--- config.mk ---
export PLATFORM = sky130hd
export DESIGN_NAME = cdb_request_buffer
export DESIGN_NICKNAME = d
export VERILOG_FILES = /design/src/rtl/cdb_request_buffer.sv
export SDC_FILE = /design/constraint.sdc
export NUM_CORES = 1
export LEC_CHECK = 0
export ABC_AREA = 1
export BUFFER_PORTS_ARGS = -buffer_cell sky130_fd_sc_hd__buf_2
export CAP_MARGIN = 20
export CELL_PAD_IN_SITES_DETAIL_PLACEMENT = 2
export CELL_PAD_IN_SITES_GLOBAL_PLACEMENT = 2
export CORE_MARGIN = 3
export CORE_UTILIZATION = 38
export CTS_CLUSTER_SIZE = 12
export DETAILED_ROUTE_END_ITERATION = 7
export HOLD_SLACK_MARGIN = 0.08
export PLACE_DENSITY = 0.77
export SYNTH_ARGS = -nofsm -noshare
export SYNTH_HDL_FRONTEND = slang
export SYNTH_SLANG_ARGS = --single-unit
--- constraint.sdc ---
create_clock -name clk -period 3.43 [get_ports clk]
set_clock_uncertainty 0.1 [all_clocks]
set_input_delay 0.686 -clock clk [delete_from_list [all_inputs] [get_ports clk]]
set_output_delay 0.686 -clock clk [all_outputs]
set_load 0.05 [all_outputs]
--- src/rtl/cdb_request_buffer.sv ---
`default_nettype none
// +----------------------------------------------------------------------------+
// | Module      : cdb_request_buffer                                           |
// | Description : Per-unit result FIFO that requests the CDB, and on a grant   |
// |               broadcasts the head entry.                                   |
// |               Optional macro CDB_BYPASS_EN: same-cycle empty-buffer bypass. |
// | Revision    : 1.0                                                          |
// +----------------------------------------------------------------------------+
module cdb_request_buffer #(
   parameter int XLEN      = 32,
   parameter int TAG_WIDTH = 5,
   parameter int DEPTH     = 4
) (
   input  logic                   clk,
   input  logic                   reset_n,
   input  logic                   in_valid,
   output logic                   in_ready,
   input  logic [XLEN-1:0]        in_value,
   input  logic [TAG_WIDTH-1:0]   in_tag,
   input  logic                   flush,
   output logic                   cdb_request,
   input  logic                   cdb_grant,
   output logic [XLEN-1:0]        cdb_value,
   output logic [TAG_WIDTH-1:0]   cdb_tag,
   output logic                   cdb_valid,
   output logic [$clog2(DEPTH):0] count
);

   localparam int             PW     = $clog2(DEPTH);
   localparam logic [PW:0]    c_FULL = (PW+1)'(DEPTH);
   localparam logic [PW-1:0]  c_ONE  = PW'(1);

   logic [XLEN-1:0]      r_val [DEPTH];
   logic [TAG_WIDTH-1:0] r_tag [DEPTH];
   logic [PW-1:0]        r_head;
   logic [PW-1:0]        r_tail;
   logic [PW:0]          r_count;

   logic                 w_empty;
   logic                 w_full;
   logic                 w_req;
   logic                 w_byp;
   logic                 w_pop;
   logic                 w_push;
   logic [XLEN-1:0]      w_val;
   logic [TAG_WIDTH-1:0] w_tag;

   assign w_empty = (r_count == '0);
   assign w_full  = (r_count == c_FULL);

`ifdef CDB_BYPASS_EN
   // An empty buffer may forward the incoming result straight onto the bus.
   assign w_req = (!w_empty || in_valid) && !flush;
   assign w_byp = w_empty && w_req && cdb_grant;
   assign w_val = w_empty ? in_value : r_val[r_head];
   assign w_tag = w_empty ? in_tag   : r_tag[r_head];
`else
   assign w_req = !w_empty && !flush;
   assign w_byp = 1'b0;
   assign w_val = r_val[r_head];
   assign w_tag = r_tag[r_head];
`endif

   assign w_pop  = w_req && cdb_grant && !w_empty;
   assign w_push = in_valid && !w_full && !flush && !w_byp;

   assign in_ready    = !w_full;
   assign cdb_request = w_req;
   assign cdb_valid   = w_pop || w_byp;
   // Gated to zero so the arbiter can OR-merge all units' buses.
   assign cdb_value   = w_val & {XLEN{cdb_valid}};
   assign cdb_tag     = w_tag & {TAG_WIDTH{cdb_valid}};
   assign count       = r_count;

   always_ff @(posedge clk) begin
      if (w_push) begin
         r_val[r_tail] <= in_value;
         r_tag[r_tail] <= in_tag;
      end
   end

   always_ff @(posedge clk) begin
      if (!reset_n || flush) begin
         r_head  <= '0;
         r_tail  <= '0;
         r_count <= '0;
      end else begin
         if (w_push) r_tail <= r_tail + c_ONE;
         if (w_pop)  r_head <= r_head + c_ONE;
         case ({w_push, w_pop})
            2'b10:   r_count <= r_count + 1'b1;
            2'b01:   r_count <= r_count - 1'b1;
            default: r_count <= r_count;
         endcase
      end
   end

endmodule
`default_nettype wire

==> flow_metrics.tcl <==
set metrics [dict create \
    seq_area_frac_synth_pct 74.2 \
    post_cts_resized 0 \
    clkTransAtPathRegs_ns 0.06 \
    vias 4185 \
    fmaxAchievable_mhz 313 \
    die_w_microns 134 \
    total_power_mw 3.99 \
    min_path_type "in -> reg" \
    drt_iter0_markers 244 \
    critPathSlowestCell "buf_4" \
    syn_area_sq_um 6240 \
    reg2reg_to "count[2]" \
    setup_viol 0 \
    period_needed_ns 3.19 \
    sequentialPowerShare_pct 53.8 \
    postCtsSetupBuffers 0 \
    path_class "reg -> out" \
    drive_gt1_share_pct 21.3 \
    viasPerCell 5.09 \
    startpoint_type "flip-flop" \
    start_util_pct 39.0 \
    cp-end-kind "output pin" \
    crit_required_ns 2.64 \
    min_from "in_value[10]" \
    routed_wl_microns 16900 \
    cts_tree "done" \
    post_drt_wl_per_cell_microns 20.6 \
    cp_common_cell "nor2_1" \
    port-buffer-count 84 \
    cp.buffers_inverters 2 \
    maxSlewViolCount 0 \
    power.switching_mw 0.844 \
    tightest_slew_ns 0.838 \
    worstPathArrival_ns 2.41 \
    grt_use_total_pct 19.4 \
    power.share.combinational_pct 4.6 \
    syn-mean-instance-area_sq_um 12.2 \
    numCtsBuffers 17 \
    slew-limit-headroom_pct 44.2 \
    path_cells "buf_4 > nor2_1 > nor2_1 > o21ai_0 > a21oi_1 > buf_2" \
    dpl_cell_area_sq_um 6880 \
    hold_viol 0 \
    slowest_delay_ns 0.66 \
    cap_violations 0 \
    antenna_left 0 \
    p_clk_share_pct 41.6 \
    diodes 0 \
    irDropWorstVdd_v 0.000292 \
    rsz0062_at_grt "false" \
    die_area_sq_um 18000 \
    grt_pass1_wl_microns 26200 \
    holdPathStages 1 \
    cts_hold_buf 0 \
    ios 85 \
    gp_congestion 0.707 \
    cts_max_level 4 \
    reg2reg_depth 14 \
    fin_crit_sh_pct 93.0 \
    r2r_start "count[1]" \
    grt_max_degree 75 \
    syn_inst 510 \
    ys_ff_latch 157 \
    synth_warnings 0 \
    drc 0 \
    r2r_slack_ns 0.96 \
    critPathMaxFanout 74 \
    fp.coreArea_sq_um 16000 \
    holdPathEnd "r_val[2][10]" \
    fillers 1644 \
    finalNetCount 644 \
    design_area_sq_um 7390 \
    firstDrtPassIters 4 \
    leakage_nw 2.75 \
    antenna_found_initial 2 \
    outcome "finished, final reports clean" \
    cts_sinks 157 \
    grt.overflow.total 0 \
    rows 46 \
    internal-power_mw 3.15 \
    synth_nets 558 \
    area_growth_pct 18.4 \
    crit_family "buffers and inverters" \
    die_h_microns 134 \
    p_per_area_nw_per_um2 541 \
    clockRootBuffer "clkbuf_16" \
    cts_buffer_depth 2 \
    worstSkewPairLatency_ns 0.42 \
    dpl.hpwl_microns 9910 \
    swShare_pct 21.1 \
    yosysUniqueCellTypes 20 \
    grt_pass1_vias 4821 \
]
worst max-delay path by stage:
stage               cells after the start            end  slack, ns
finish                                  6  cdb_value[18]       0.24
floorplan                               6    r_tag[0][0]      -0.17
detailed placement                      6  cdb_value[31]       0.69
CTS                                     6   cdb_value[9]       0.21
global placement                        6  cdb_value[31]       0.83
global route                            6   cdb_value[9]       0.05
metal layers:
layer	GRT usage [%]	vias up	part of all wire, %	wire length [microns]
met5	0	-	0.16	27
met4	5.37	4	1.2	208
met3	4.80	21	3.2	548
met2	36.4	62	55	9280
met1	22.0	2156	40	6840
li1	-	1942	-	-
stage by stage:
step | util, % | instances | hold WS [ns] | TNS (ns) | worst slack, ns
4_1_cts | 46.2 | 822 | 0.364 | 0 | 0.208
3_3_place_gp | 43.0 | 793 | 0.388 | 0 | 0.830
5_1_grt | 46.2 | 822 | 0.369 | 0 | 0.0509
2_1_floorplan | - | 510 | 0.365 | -25.41 | -0.172
6_report | 46.2 | 822 | 0.385 | 0 | 0.239
3_5_place_dp | 43.0 | 793 | 0.440 | 0 | 0.688
cells in the final DEF, fill, tap and decap left out, types with 2 or more instances in the layout:
cell,instances
edfxtp_1,148
nor2_4,4
dfxtp_1,7
clkinv_1,4
inv_2,2
a21oi_1,41
dfxtp_2,2
clkbuf_16,17
nor2_1,159
buf_4,9
o21ai_1,40
ha_1,5
o21ai_0,37
clkinv_2,6
inv_1,17
nand2_1,17
buf_2,84
cell families after synthesis:
group	after synthesis	synth area share (%)
and+or+nand+nor	183	11.2
DFF	157	74.2
AOI/OAI and AO/OA	118	9.47
buffers and inverters	46	3.85
adders and majority gates	6	1.32
power groups by stage:
stage	sequential [mW]	combinational (mW)	clock, mW
finish	2.15	0.184	1.66
global route	2.15	0.205	1.78
global placement	2.18	0.171	0
CTS	2.15	0.187	1.70
detailed placement	2.19	0.185	0
floorplan	2.19	0.0964	0
registers in the layout, summed over array words and instances (netlist names), named ones only:
signal  cells
r_tag      20
r_head      2
r_tail      2
count       3
r_val     128
area by class of cell:
cell class                      instances  area [sq um]  area share (%)
Tap cell                              216           270            3.66
Sequential cell                       157          4630            62.6
Multi-Input combinational cell        307          1400            19.0
Clock buffer                           17           425            5.76
Inverter                               19          71.3           0.966
Clock inverter                         12          82.6            1.12
Timing Repair Buffer                   94           508            6.88
cell usage after synthesis:
cell        n  area (sq um)
buf_4       3          22.5
nor2_1    163           612
o21ai_0    37           185
nand2_1    17          63.8
o21ai_1    40           200
buf_6       6          67.6
edfxtp_1  148          4440
nand4_1     1          6.26
buf_1       3          11.3
clkbuf_2    3          15.0
inv_2       2          7.51
nand3_2     1          10.0
buf_2       6          30.0
fa_1        1          20.0
clkbuf_1    6          22.5
nor2_2      1          6.26
dfxtp_1     9           180
ha_1        5          62.6
a21oi_1    41           205
inv_1      17          63.8
(Power assumes the default switching activity.)
